===== config.mk =====
export PLATFORM = sky130hd
export DESIGN_NAME = bit_slip_aligner
export DESIGN_NICKNAME = d
export VERILOG_FILES = /design/src/rtl/bit_slip_aligner.sv
export SDC_FILE = /design/constraint.sdc
export NUM_CORES = 1
export LEC_CHECK = 0
export ABC_AREA = 1
export BUFFER_PORTS_ARGS = -buffer_cell sky130_fd_sc_hd__buf_2
export CORE_MARGIN = 1.5
export CORE_UTILIZATION = 47
export CTS_CLUSTER_SIZE = 14
export DETAILED_ROUTE_END_ITERATION = 7
export PLACE_DENSITY = 0.67
export SYNTH_ARGS = -nofsm -noshare
export SYNTH_HDL_FRONTEND = slang
export SYNTH_SLANG_ARGS = --single-unit

===== constraint.sdc =====
create_clock -name clk -period 3 [get_ports clk]
set_clock_uncertainty 0.2 [all_clocks]
set_input_delay 0.9 -clock clk [delete_from_list [all_inputs] [get_ports clk]]
set_output_delay 0.9 -clock clk [all_outputs]
set_load 0.005 [all_outputs]

===== src/rtl/bit_slip_aligner.sv =====
// bit_slip_aligner
//   Recovers word alignment of a serial-derived data stream. Each valid input
//   word is rotated left by slip_amt; in HUNT the slip advances on every
//   non-matching word until the frame sync pattern appears. CONFIRM then checks
//   that the pattern recurs every FRAME_LEN words, and LOCK tolerates isolated
//   sync misses before giving up.
//
// Ports
//   clk         rising-edge clock
//   rst_n       asynchronous active-low reset
//   din_valid   input word qualifier
//   din         raw, possibly misaligned word
//   dout_valid  output qualifier (one cycle after din_valid)
//   dout        aligned word, held while din_valid is low
//   slip_amt    current rotate-left amount applied to din
//   locked      high while the aligner is in LOCK
//   sof         dout is a sync word at the expected frame position
module bit_slip_aligner #(
  parameter int                 A_width     = 16,
  parameter int                 SH_width    = 4,
  parameter logic [A_width-1:0] SYNC_WORD   = A_width'(16'hF628),
  parameter int                 FRAME_LEN   = 8,
  parameter int                 CONFIRM_CNT = 3,
  parameter int                 LOSS_CNT    = 2
) (
  input  logic                clk,
  input  logic                rst_n,
  input  logic                din_valid,
  input  logic [A_width-1:0]  din,
  output logic                dout_valid,
  output logic [A_width-1:0]  dout,
  output logic [SH_width-1:0] slip_amt,
  output logic                locked,
  output logic                sof
);

  localparam int WC_W = $clog2(FRAME_LEN);
  localparam int HC_W = $clog2(CONFIRM_CNT + 1);
  localparam int MC_W = $clog2(LOSS_CNT + 1);

  localparam logic [WC_W-1:0]     WORD_LAST    = WC_W'(FRAME_LEN - 1);
  localparam logic [HC_W-1:0]     CONFIRM_LAST = HC_W'(CONFIRM_CNT - 1);
  localparam logic [MC_W-1:0]     LOSS_LAST    = MC_W'(LOSS_CNT - 1);
  localparam logic [SH_width-1:0] SLIP_LAST    = SH_width'(A_width - 1);

  typedef enum logic [1:0] {
    HUNT    = 2'd0,
    CONFIRM = 2'd1,
    LOCK    = 2'd2
  } state_t;

  state_t              state, state_nxt;
  logic [SH_width-1:0] slip_nxt, slip_inc;
  logic [WC_W-1:0]     word_cnt, word_nxt, word_inc;
  logic [HC_W-1:0]     hit_cnt, hit_nxt;
  logic [MC_W-1:0]     miss_cnt, miss_nxt;
  logic [2*A_width-1:0] rot_dbl;
  logic [A_width-1:0]  rot;
  logic                is_sync;
  logic                at_pos;

  always_comb begin
    // NOTE: every signal driven here gets a default before any branch, so no
    // path leaves it unassigned and no latch is inferred.
    state_nxt = state;
    slip_nxt  = slip_amt;
    word_nxt  = word_cnt;
    hit_nxt   = hit_cnt;
    miss_nxt  = miss_cnt;

    // Rotating the doubled word left leaves din rotated left in the upper half:
    // bits shifted past the MSB of the lower copy reappear at its LSB.
    rot_dbl = {din, din} << slip_amt;
    rot     = rot_dbl[2*A_width-1:A_width];

    is_sync  = (rot == SYNC_WORD);
    at_pos   = (state != HUNT) && (word_cnt == '0);
    word_inc = (word_cnt == WORD_LAST) ? '0 : word_cnt + WC_W'(1);
    slip_inc = (slip_amt == SLIP_LAST) ? '0 : slip_amt + SH_width'(1);

    if (din_valid) begin
      unique case (state)
        HUNT: begin
          if (is_sync) begin
            // The matching word is frame position 0; the next word is 1.
            state_nxt = (CONFIRM_CNT == 1) ? LOCK : CONFIRM;
            word_nxt  = WC_W'(1);
            hit_nxt   = HC_W'(1);
            miss_nxt  = '0;
          end else begin
            slip_nxt = slip_inc;
          end
        end
        CONFIRM: begin
          word_nxt = word_inc;
          if (at_pos) begin
            if (is_sync) begin
              hit_nxt = hit_cnt + HC_W'(1);
              if (hit_cnt == CONFIRM_LAST) begin
                state_nxt = LOCK;
                miss_nxt  = '0;
              end
            end else begin
              state_nxt = HUNT;
              slip_nxt  = slip_inc;
              word_nxt  = '0;
              hit_nxt   = '0;
              miss_nxt  = '0;
            end
          end
        end
        LOCK: begin
          word_nxt = word_inc;
          if (at_pos) begin
            if (is_sync) begin
              miss_nxt = '0;
            end else if (miss_cnt == LOSS_LAST) begin
              state_nxt = HUNT;
              slip_nxt  = slip_inc;
              word_nxt  = '0;
              hit_nxt   = '0;
              miss_nxt  = '0;
            end else begin
              miss_nxt = miss_cnt + MC_W'(1);
            end
          end
        end
        default: state_nxt = HUNT;
      endcase
    end
  end

  always_ff @(posedge clk or negedge rst_n) begin
    if (!rst_n) begin
      state      <= HUNT;
      slip_amt   <= '0;
      word_cnt   <= '0;
      hit_cnt    <= '0;
      miss_cnt   <= '0;
      dout       <= '0;
      dout_valid <= 1'b0;
      sof        <= 1'b0;
    end else begin
      // NOTE: non-blocking assignments so every register samples the values
      // from before this edge, independent of statement order.
      state      <= state_nxt;
      slip_amt   <= slip_nxt;
      word_cnt   <= word_nxt;
      hit_cnt    <= hit_nxt;
      miss_cnt   <= miss_nxt;
      dout_valid <= din_valid;
      sof        <= din_valid && at_pos && is_sync;
      if (din_valid) begin
        dout <= rot;
      end
    end
  end

  assign locked = (state == LOCK);

endmodule


* Word level (Yosys, flattened, before mapping)
Index checks and enable logic that the tools add are counted.
** Operators by class
- Reduce and logical (&&, ||, !) cells :: 12
- $mul :: 0
- Bitwise gates (word level) :: 0
- Equality and inequality tests :: 13
- Shift operators :: 1
- $add $sub $neg :: 4
- Div/mod/pow operators :: 0
- Order comparisons :: 0
- Mux-type cells :: 34
** Operator list (count)
- $mux W2 :: 16
- $shl A32 B4 Y32 :: 1
- $mux W4 :: 6
- $mux W3 :: 7
- $pmux W2 S3 :: 3
- $eq A16 B16 Y1 const B :: 1
- $reduce_and A7 Y1 :: 2
- $pmux W4 S3 :: 1
- $reduce_and A6 Y1 :: 2
- $pmux W3 S3 :: 1
- $ne A2 B2 Y1 const B :: 3
- $add A2 B1 Y2 const B :: 2
- $add A4 B1 Y4 const B :: 1
- $eq A2 B1 Y1 const B :: 2
- $eq A2 B2 Y1 const B :: 2
- $eq A4 B4 Y1 const B :: 1
- $ne A2 B1 Y1 const B :: 2
- $add A3 B1 Y3 const B :: 1
- $eq A3 B3 Y1 const B :: 1
- $logic_and A1 B1 Y1 :: 3
- $logic_not A3 Y1 :: 1
- $ne A3 B3 Y1 const B :: 1
- $reduce_and A3 Y1 :: 1
- $reduce_bool A3 Y1 :: 1
- 2 further kinds :: 2
** Storage, ports and cells
- Memories kept :: 0
- Input bits :: 19
- Output and inout port bits :: 23
- Flip-flop bits (word level) :: 31
- Logic and storage cells :: 72
- Latch bits :: 0
- Memory bits (writable) :: 0
- Memory bits (read-only) :: 0

* Logic depth before layout (Yosys ltp)
Gate-level depths: netlist of run 1.
- Depth after elaboration :: 6
- Depth in mapped cells :: 19

* Worst setup path before layout of run 1
OpenSTA, ideal clock, no wires.
- Path kind :: input to register
- Start :: input din[12]
- End :: register miss_cnt[0]
- Stages :: 14
- Setup time :: 0.120 ns
- Arrival :: 2.040 ns
- Path slack :: 0.639 ns
- Required time :: 2.680 ns
- Path through :: nand2_1 -> nand3_2 -> nand3_2 -> nand2_1 -> o21ai_1 -> nand2_1 -> nor2_2 -> nand2_1 -> nor2_1 -> nand3_1 -> nand2_1 -> nor2_2 -> nand2_1 -> nand2_1
** Between the ends
- Longest elaborated chain between the ends :: 5
** RTL lines
- start: declaration :: line 29 : input logic [A_width-1:0] din,
- $shl A32 B4 Y32 * :: line 73 : rot_dbl = {din, din} << slip_amt;
- $eq A16 B16 Y1 * :: line 76 : is_sync = (rot == SYNC_WORD);
- $mux W2, on equally long branches :: line 115, 97
- $mux W2, on equally long branches :: line 114, 96
- $pmux W2 S3 :: line 82 : unique case (state)
- end signal: assignment :: line 150 : miss_cnt <= miss_nxt;
- end: declaration :: line 56 : logic [MC_W-1:0] miss_cnt, miss_nxt;
Mark *: on every way between the ends. The rest lies on a longest branch, timed or not. The select of a mux whose other input is x is not followed.
A chain may end at the register's enable or synchronous reset.

* Worst setup path after layout of run 1
- Start :: register slip_amt[0]
- End :: register miss_cnt[1]
** Between the ends
- Longest elaborated chain between the ends :: 5
** RTL lines
- start: declaration :: line 32 : output logic [SH_width-1:0] slip_amt,
- start signal: assignment :: line 147 : slip_amt <= slip_nxt;
- $shl A32 B4 Y32 * :: line 73
- $eq A16 B16 Y1 * :: line 76
- $mux W2, on equally long branches :: line 115, 97
- $mux W2, on equally long branches :: line 114, 96
- $pmux W2 S3 :: line 82
Marked as above.

==> flow_summary.json, run 1 <==
{
  "outcome": "finished clean",
  "min_to": "dout[8]$_DFFE_PN0P_",
  "ant_nets": 0,
  "track_usage": 0.222,
  "antennaDiodeCount": 0,
  "rsz0062_at_grt": "no",
  "synth_ff_type": "dfrtp_1",
  "holdCritStartpoint": "dout[8]$_DFFE_PN0P_",
  "setup_tns_ns": 0,
  "irDropWorstVdd_mv": 0.498,
  "p_sw_w": 0.00221,
  "synth_most_common_cell": "nand2_1",
  "grt_overflow": 0,
  "syn-num-nets": 457,
  "cp-end-kind": "flop",
  "avgViaCountPerCell": 5.24,
  "rrSetupSlack_ns": 0.38,
  "clk_pin_slew_ns": 0.07,
  "holdBufCountCts": 0,
  "hold_violations": 0,
  "min_path_type": "flop to flop",
  "internal_power_w": 0.00168,
  "wl_per_cell_um": 13.6,
  "die_height_um": 82.8,
  "synth_seq_area_share": 0.259,
  "drive_gt1_frac": 0.295,
  "clock_path_buffers": 2,
  "syn_area_sq_um": 3000,
  "cts_sinks": 31,
  "top_layer": "met4",
  "gp_congestion": 0.930,
  "power_leakage_nw": 1.67,
  "cts_setup_buffers": 0,
  "cp_data_required_time_ns": 2.97,
  "area_growth_pct": 9.23,
  "die-area_sq_um": 6860,
  "dr.pass1.iters": 4,
  "hold_depth": 2,
  "synthesis.instances": 429,
  "num_rows": 28,
  "drt-total-wl_um": 7330,
  "synthTopCellsByArea": "dfrtp_1, nand2_1, nand3_2, nand3_1, nand2_4",
  "cts_tree": "done",
  "synthArstFlopShare": 1.00,
  "first_iter_violations": 159,
  "grt_pass1_wl_um": 12600,
  "synth_seq_cells": 31,
  "htreeDepth": 2,
  "arrival_ns": 2.59,
  "sw_frac_of_total": 0.568,
  "hold_ws_ns": 0.278,
  "max_slew.worst_pin.slew_ns": 0.694,
  "grt_pass1_vias": 2701,
  "start_util": 0.497,
  "dr_wl_met3_um": 190,
  "ctsRootBufferMaster": "clkbuf_8",
  "vias": 2832,
  "p_per_area_nw_per_um2": 1190,
  "setup_viol": 0,
  "synth_area_per_cell_sq_um": 6.98,
  "ys_warn_count": 0,
  "drv_slew": 0,
  "p_seq_frac": 0.179,
  "met1_length_um": 3490,
  "yosysTopAreaCell": "dfrtp_1",
  "dr_wl_met2_um": 3610,
  "die_w_um": 82.8,
  "insertion_delay_ns": 0.29,
  "antenna_found_initial": 0,
  "clkPwrFrac": 0.083,
  "r2r_end": "miss_cnt[1]$_DFFE_PN0P_",
  "path_max_fanout": 16,
  "r2r_cells": 15,
  "io_pins": 42,
  "synth_edf_count": 0,
  "min_period_ns": 2.62,
  "io_buffer_count": 41,
  "cts.repair.resized": 0,
  "core-area_sq_um": 6030,
  "maxCapViolCount": 0,
  "grt_max_degree": 38,
  "maxSlewHeadroom": 0.537,
  "hpwlAfterDp_um": 5790,
  "pwr-share-comb": 0.738,
  "worstSetupStartpointType": "flop",
  "worstReg2RegStart": "slip_amt[0]$_DFFE_PN0P_",
  "worstSetupPathType": "flop to flop",
  "period_share": 0.873,
  "ys_types": 29,
  "cts_made_buffers": 5,
  "drc": 0,
  "synth_top_area_frac": 0.259,
  "ys_top_cells_by_count": "nand2_1, nand3_1, nand3_2",
  "nets": 492,
  "max_clock_freq_ghz": 0.382
}
[per-layer routing]
metal | GRT usage | vias up
met5 | 0 | -
met4 | 0.0348 | 0
met3 | 0.0507 | 7
met2 | 0.384 | 32
met1 | 0.290 | 1315
li1 | - | 1478
[flip-flops by register name, summed over array words and instances, names as in the netlist]
name / cells
word_cnt: 3
miss_cnt: 2
state: 2
sof: 1
slip_amt: 4
dout_valid: 1
hit_cnt: 2
dout: 16
[cells in the final DEF (no fill, tap or decap), types with 3 or more instances in the layout]
master,instances
nand3_1,61
nand2_1,141
nand4_1,3
clkbuf_8,5
nor3_1,5
inv_1,17
nand2_2,14
inv_2,4
nor2_1,27
clkinv_2,3
nand3_2,41
a21oi_1,4
o21ai_1,9
ha_1,9
nor2_2,6
buf_4,5
o21ai_0,19
buf_2,41
dfrtp_1,31
nand2_4,11
[power by group through the flow]
stage	combinational (W)	sequential [W]	clock [W]
after floorplan	0.00230	0.000692	0
after global placement	0.00282	0.000703	0
after detailed placement	0.00284	0.000706	0
after CTS	0.00286	0.000699	0.000329
after global routing	0.00322	0.000722	0.000351
final	0.00287	0.000696	0.000322
[critical path: stages (launching register included)]
cell	delay, ns
dfrtp_1	0.49
buf_4	0.24
nand2_1	0.10
nand3_1	0.11
nand3_1	0.10
nand2_1	0.09
o21ai_1	0.29
nand2_1	0.08
nor2_1	0.15
nand2_1	0.07
nor2_1	0.15
nand3_1	0.12
nand2_1	0.14
nor2_2	0.06
nand2_1	0.06
nand2_1	0.05
[per-stage QoR]
stage / worst slack (ns) / std cells / util / power [W] / instance area (sq um)
3_3_place_gp: 0.168 / 532 / 0.529 / 0.00352 / 3190
6_report: 0.382 / 540 / 0.543 / 0.00389 / 3270
2_1_floorplan: 0.639 / 429 / - / 0.00299 / 3000
4_1_cts: 0.380 / 540 / 0.543 / 0.00388 / 3270
5_1_grt: 0.0765 / 540 / 0.543 / 0.00429 / 3270
3_5_place_dp: 0.112 / 532 / 0.529 / 0.00355 / 3190
[kinds of logic (layout without fill, tap and decap cells)]
kind of cell | Yosys count | in the layout | synth area share
buf+inv | 42 | 78 | 0.0840
flops | 31 | 31 | 0.259
simple gates | 311 | 311 | 0.555
xor+xnor | 1 | 1 | 0.00292
compound gates | 35 | 35 | 0.0618
fa+ha+maj | 9 | 9 | 0.0376
[how the worst max path moves through the flow]
stage,start,to,slack (ns),depth (start not counted)
2_1_floorplan,din[12],miss_cnt[0]$_DFFE_PN0P_,0.64,14
4_1_cts,slip_amt[0]$_DFFE_PN0P_,miss_cnt[0]$_DFFE_PN0P_,0.38,15
6_report,slip_amt[0]$_DFFE_PN0P_,miss_cnt[1]$_DFFE_PN0P_,0.38,15
5_1_grt,slip_amt[0]$_DFFE_PN0P_,word_cnt[0]$_DFFE_PN0P_,0.08,15
3_3_place_gp,din[9],miss_cnt[1]$_DFFE_PN0P_,0.17,15
3_5_place_dp,din[13],miss_cnt[0]$_DFFE_PN0P_,0.11,15
[cell type report]
cell class | count | area (sq um)
fill | 596 | 2750
clock inverter | 3 | 15.0
multi-input combinational | 356 | 1970
timing repair buffer | 46 | 243
tap | 75 | 93.8
sequential | 31 | 776
inverter | 24 | 108
clock buffer | 5 | 68.8
(Power assumes the default switching activity.)
==> run 2: changes to the inputs <==
--- a/config.mk
+++ b/config.mk
@@ -11,6 +11,8 @@
 export CORE_UTILIZATION = 47
 export CTS_CLUSTER_SIZE = 14
 export DETAILED_ROUTE_END_ITERATION = 7
+export GPL_ROUTABILITY_DRIVEN = 0
+export HOLD_SLACK_MARGIN = 0.03
 export PLACE_DENSITY = 0.67
 export SYNTH_ARGS = -nofsm -noshare
 export SYNTH_HDL_FRONTEND = slang
==> constraint.sdc (replaced) <==
create_clock -name clk -period 3 [get_ports clk]
set_clock_uncertainty 0.2 [all_clocks]
set_input_delay 0 -clock clk [delete_from_list [all_inputs] [get_ports clk]]
set_output_delay 0 -clock clk [all_outputs]
set_load 0.005 [all_outputs]
==> run 2 against run 1 <==
Net effect:
- combinational power hardly changed
- via count is 3.4% higher
- final cell count is 0.56% higher
==> flow_summary.json, run 2 (synthesis gave the netlist of run 1 again) <==
{
  "power_leakage_nw": 1.68,
  "antenna_found_initial": 0,
  "setup_viol": 0,
  "first_iter_violations": 231,
  "rsz0062_at_grt": "no",
  "num_rows": 28,
  "clk_pin_slew_ns": 0.07,
  "cts_made_buffers": 5,
  "maxCapViolCount": 0,
  "p_per_area_nw_per_um2": 1190,
  "worstSetupPathType": "flop to flop",
  "insertion_delay_ns": 0.29,
  "startpoint": "slip_amt[2]$_DFFE_PN0P_",
  "io_pins": 42,
  "met1_length_um": 3390,
  "maxSlewHeadroom": 0.543,
  "ctsRootBufferMaster": "clkbuf_8",
  "arrival_ns": 2.65,
  "p_total_w": 0.00392,
  "antennaDiodeCount": 0,
  "min_period_ns": 2.67,
  "area_growth_pct": 10.2,
  "wl_per_cell_um": 13.7,
  "drive_gt1_frac": 0.297,
  "rrSetupSlack_ns": 0.33,
  "drc": 0,
  "die_w_um": 82.8,
  "final_cell_mix": "nand2_1, nand3_1, nand3_2, buf_2, dfrtp_1",
  "worstSetupStartpointType": "flop",
  "final_common_cell": "nand2_1",
  "start_util": 0.497,
  "dr_wl_met3_um": 351,
  "max_slew.worst_pin.slew_ns": 0.685,
  "cp_data_required_time_ns": 2.98,
  "grt_pass1_wl_um": 12500,
  "period_share": 0.888,
  "largest-register": "dout",
  "grt_overflow": 0,
  "grt_pass1_vias": 2684,
  "ant_nets": 0,
  "hpwlAfterDp_um": 5920,
  "die-area_sq_um": 6860,
  "io_buffer_count": 41,
  "cp-endpoint": "miss_cnt[1]$_DFFE_PN0P_",
  "hold_violations": 0,
  "nets": 495,
  "largest_reg_flops": 16,
  "dr_wl_met2_um": 3610,
  "top_layer": "met4",
  "die_height_um": 82.8,
  "r2r_end": "miss_cnt[1]$_DFFE_PN0P_",
  "track_usage": 0.219,
  "top_regs": "dout: 16 flops, slip_amt: 4 flops, word_cnt: 3 flops",
  "cts_tree": "done",
  "min_path_type": "primary input to asynchronous set/reset pin",
  "htreeDepth": 2,
  "irDropWorstVdd_mv": 0.588,
  "grt_max_degree": 38,
  "setup_tns_ns": 0,
  "r2r_cells": 13,
  "path_max_fanout": 17,
  "clock_path_buffers": 2,
  "core-area_sq_um": 6030,
  "max_clock_freq_ghz": 0.375,
  "outcome": "finished clean",
  "vias": 2928,
  "cp-end-kind": "flop",
  "dr.pass1.iters": 5,
  "avgViaCountPerCell": 5.39,
  "cts_setup_buffers": 0,
  "drv_slew": 0,
  "worstReg2RegStart": "slip_amt[2]$_DFFE_PN0P_",
  "cts_sinks": 31,
  "drt-total-wl_um": 7440
}
run 2: worst min path at each step:
stage | start | end | slack [ns] | depth (start not counted)
floorplan | rst_n | dout[0]$_DFFE_PN0P_ | -0.50 | 0
global placement | rst_n | slip_amt[2]$_DFFE_PN0P_ | -0.1 | 1
detailed placement | rst_n | slip_amt[2]$_DFFE_PN0P_ | -0.1 | 1
CTS | rst_n | dout[2]$_DFFE_PN0P_ | 0.13 | 2
global route | rst_n | dout[2]$_DFFE_PN0P_ | 0.18 | 2
finish | rst_n | dout[0]$_DFFE_PN0P_ | 0.09 | 2
run 2: repair_timing:
action	in CTS	in global routing
endpoints found under the hold margin	33	0
setup endpoints to repair	0	2
resized for setup	0	1
hold buffers	2	0
run 2: cell type report:
| cell class | count | area (sq um) |
|---|---|---|
| flip-flops and latches | 31 | 777 |
| clock buffers | 5 | 68.8 |
| repair buffers | 49 | 270 |
| fillers | 591 | 2730 |
| multi-input cells | 356 | 1970 |
| inverters | 24 | 108 |
| clock inverters | 3 | 15.0 |
| well taps | 75 | 93.8 |
run 2: metrics by stage:
step	instance area [sq um]	hold slack, ns	util	instances	worst slack, ns
finish	3300	0.0889	0.548	543	0.335
CTS	3300	0.129	0.548	543	0.262
detailed placement	3200	-0.0962	0.530	533	0.264
global placement	3200	-0.0980	0.530	533	0.331
floorplan	3000	-0.496	-	429	0.823
global route	3300	0.176	0.548	543	0.163
run 2: routing by layer:
metal / track usage / vias up
li1: - / 1487
met1: 0.286 / 1353
met2: 0.371 / 78
met3: 0.0447 / 10
met4: 0.0515 / 0
met5: 0 / -
run 2: worst max-delay path, cell delays in order (launching register included):
cell     delay [ns]
dfrtp_1        0.76
inv_6          0.18
nand3_1        0.13
nand2_1        0.10
o21ai_1        0.28
nand2_1        0.09
nor2_1         0.15
nand2_1        0.07
nor2_1         0.17
nand3_1        0.14
nand2_1        0.14
nor2_2         0.05
nand2_1        0.05
nand2_1        0.05
run 2: report_power, final:
| group | switching [W] | internal, W | total (W) |
|---|---|---|---|
| Sequential | 0.000161 | 0.000583 | 0.000744 |
| Combinational | 0.00191 | 0.000946 | 0.00285 |
| Clock | 0.000161 | 0.000158 | 0.000319 |
==> run 3: changes to the inputs <==
--- a/config.mk
+++ b/config.mk
@@ -13,7 +13,7 @@
 export DETAILED_ROUTE_END_ITERATION = 7
 export GPL_ROUTABILITY_DRIVEN = 0
 export HOLD_SLACK_MARGIN = 0.03
-export PLACE_DENSITY = 0.67
+export PLACE_DENSITY = 0.65
 export SYNTH_ARGS = -nofsm -noshare
 export SYNTH_HDL_FRONTEND = slang
 export SYNTH_SLANG_ARGS = --single-unit
==> run 3 against run 2 <==
Net effect:
- count of clock-buffer cells in the layout rose by 1
- fmax rose by 0.78%
- worst setup slack gained 0.021 ns
- hold slack got worse by 0.0085 ns
- register-to-register slack better by 0.02 ns
- critical path type unchanged
- die area stayed put
- sequential power down 3.9%
- wire length is 1.6% higher
- power increased by 2.1%
- largest power group unchanged
==> flow_summary.json, run 3 (synthesis gave the netlist of run 1 again) <==
{
  "largest-register": "dout",
  "min_path_type": "primary input to asynchronous set/reset pin",
  "cp_data_required_time_ns": 2.98,
  "drive_gt1_frac": 0.290,
  "multi_input_area_sq_um": 1970,
  "grt_overflow": 0,
  "track_usage": 0.227,
  "grt_pass1_wl_um": 12800,
  "r2r_cells": 15,
  "io_pins": 42,
  "ctsRootBufferMaster": "clkbuf_8",
  "critPathMaxStageDelay_ns": 0.48,
  "die_height_um": 82.8,
  "crit_chain": "buf_4 -> nand2_1 -> nand3_1 -> nand3_1 -> nand2_1 -> o21ai_1 -> nand2_1 -> nor2_1 -> nand2_1 -> nor2_1 -> nand3_1 -> nand2_1 -> nor2_2 -> nand2_1 -> nand2_1",
  "insertion_delay_ns": 0.29,
  "worstSetupStartpointType": "flop",
  "rsz0062_at_grt": "no",
  "period_share": 0.881,
  "max_clock_freq_ghz": 0.378,
  "fillers": 601,
  "hold_violations": 0,
  "clk_pin_slew_ns": 0.07,
  "power_leakage_nw": 1.68,
  "cts_made_buffers": 5,
  "start_util": 0.497,
  "cts_tree": "done",
  "worstSetupPathType": "flop to flop",
  "cts_setup_buffers": 0,
  "drv_slew": 0,
  "htreeDepth": 2,
  "final_common_cell": "nand2_1",
  "wl_per_cell_um": 14.0,
  "setup_tns_ns": 0,
  "critPathSlowestCell": "dfrtp_1",
  "die-area_sq_um": 6860,
  "drc": 0,
  "avgViaCountPerCell": 5.29,
  "dr.pass1.iters": 5,
  "arrival_ns": 2.62,
  "antennaDiodeCount": 0,
  "maxSlewHeadroom": 0.535,
  "max_slew.worst_pin.slew_ns": 0.697,
  "fin_util": 0.549,
  "cpMostUsedCell": "nand2_1",
  "ant_nets": 0,
  "largest_reg_flops": 16,
  "grt_pass1_vias": 2733,
  "grt_max_degree": 38,
  "top_regs": "dout: 16 flops, slip_amt: 4 flops, word_cnt: 3 flops",
  "area_growth_pct": 10.5,
  "io_buffer_count": 41,
  "nets": 494,
  "die_w_um": 82.8,
  "clock_path_buffers": 2,
  "first_iter_violations": 231,
  "num_rows": 28,
  "min_period_ns": 2.64,
  "regArea_sq_um": 776,
  "cts_sinks": 31,
  "antenna_found_initial": 0,
  "p_per_area_nw_per_um2": 1210,
  "post_dp_cell_area_sq_um": 3190,
  "final_cell_mix": "nand2_1, nand3_1, nand3_2, buf_2, dfrtp_1",
  "path_max_fanout": 16,
  "irDropWorstVdd_mv": 0.580,
  "maxCapViolCount": 0,
  "vias": 2864,
  "final_cell_area_sq_um": 3310,
  "drt-total-wl_um": 7560,
  "outcome": "finished clean",
  "core-area_sq_um": 6030,
  "hpwlAfterDp_um": 6000,
  "setup_viol": 0,
  "cp-end-kind": "flop"
}
==> run 3: cell types whose count changed in the layout (fill, tap and decap cells not counted) <==
| cell | before | now |
|---|---|---|
| dfrtp_1 | 30 | 31 |
| bufinv_16 | 0 | 1 |
| dfrtp_2 | 1 | 0 |
| clkbuf_1 | 0 | 1 |
| clkinv_2 | 3 | 0 |
| buf_4 | 6 | 5 |
==> run 3: timing repair <==
| item | in CTS | in global routing |
|---|---|---|
| hold buffers | 2 | 0 |
| hold endpoints to repair | 32 | 0 |
| endpoints found under the setup margin | 0 | 0 |
| resized for setup | 0 | 0 |
==> run 3: where the power goes <==
group | leakage (nW) | internal, W | switching, W | total (W)
Clock | 0.0513 | 0.000243 | 0.000155 | 0.000398
Combinational | 1.25 | 0.000939 | 0.00195 | 0.00288
Sequential | 0.382 | 0.000583 | 0.000131 | 0.000715
==> run 3: worst max-delay path: cells and delay by family, from the launching register on <==
kind,cells,cell delay (ns)
flops,1,0.48
simple gates,13,1.31
buf+inv,1,0.24
compound gates,1,0.30
==> run 3: area by class of cell <==
| class | instances | share of cell area |
|---|---|---|
| multi-input combinational | 356 | 0.594 |
| sequential | 31 | 0.234 |
| timing repair buffer | 48 | 0.0794 |
| inverter | 24 | 0.0325 |
| tap | 75 | 0.0283 |
| clock buffer | 6 | 0.0219 |
| clock inverter | 1 | 0.00907 |
==> run 3: final timing paths <==
check                                         from                 endpoint  slack [ns]
min in group clk                            din[8]     dout[14]$_DFFE_PN0P_        0.18
hold reg to reg               dout[15]$_DFFE_PN0P_     dout[15]$_DFFE_PN0P_        0.28
max in group asynchronous                    rst_n  slip_amt[3]$_DFFE_PN0P_        2.06
setup reg to reg           slip_amt[0]$_DFFE_PN0P_  miss_cnt[1]$_DFFE_PN0P_        0.36
hold / removal                               rst_n     dout[10]$_DFFE_PN0P_        0.08
setup / recovery           slip_amt[0]$_DFFE_PN0P_  miss_cnt[1]$_DFFE_PN0P_        0.36
==> run 3: routing by layer <==
layer	track usage	vias to the layer above	share of wire
met5	0	-	0
met4	0.0621	0	0.015
met3	0.0338	12	0.032
met2	0.381	56	0.48
met1	0.306	1314	0.47
li1	-	1482	-
==> run 3: stage by stage <==
stage	power (W)	hold slack, ns	cells	setup slack [ns]
after floorplan	0.00299	-0.496	429	0.823
final	0.00400	0.0804	541	0.356
after global placement	0.00354	-0.0996	532	0.479
after global routing	0.00440	0.170	541	0.0946
after CTS	0.00399	0.133	541	0.389
after detailed placement	0.00358	-0.105	532	0.392
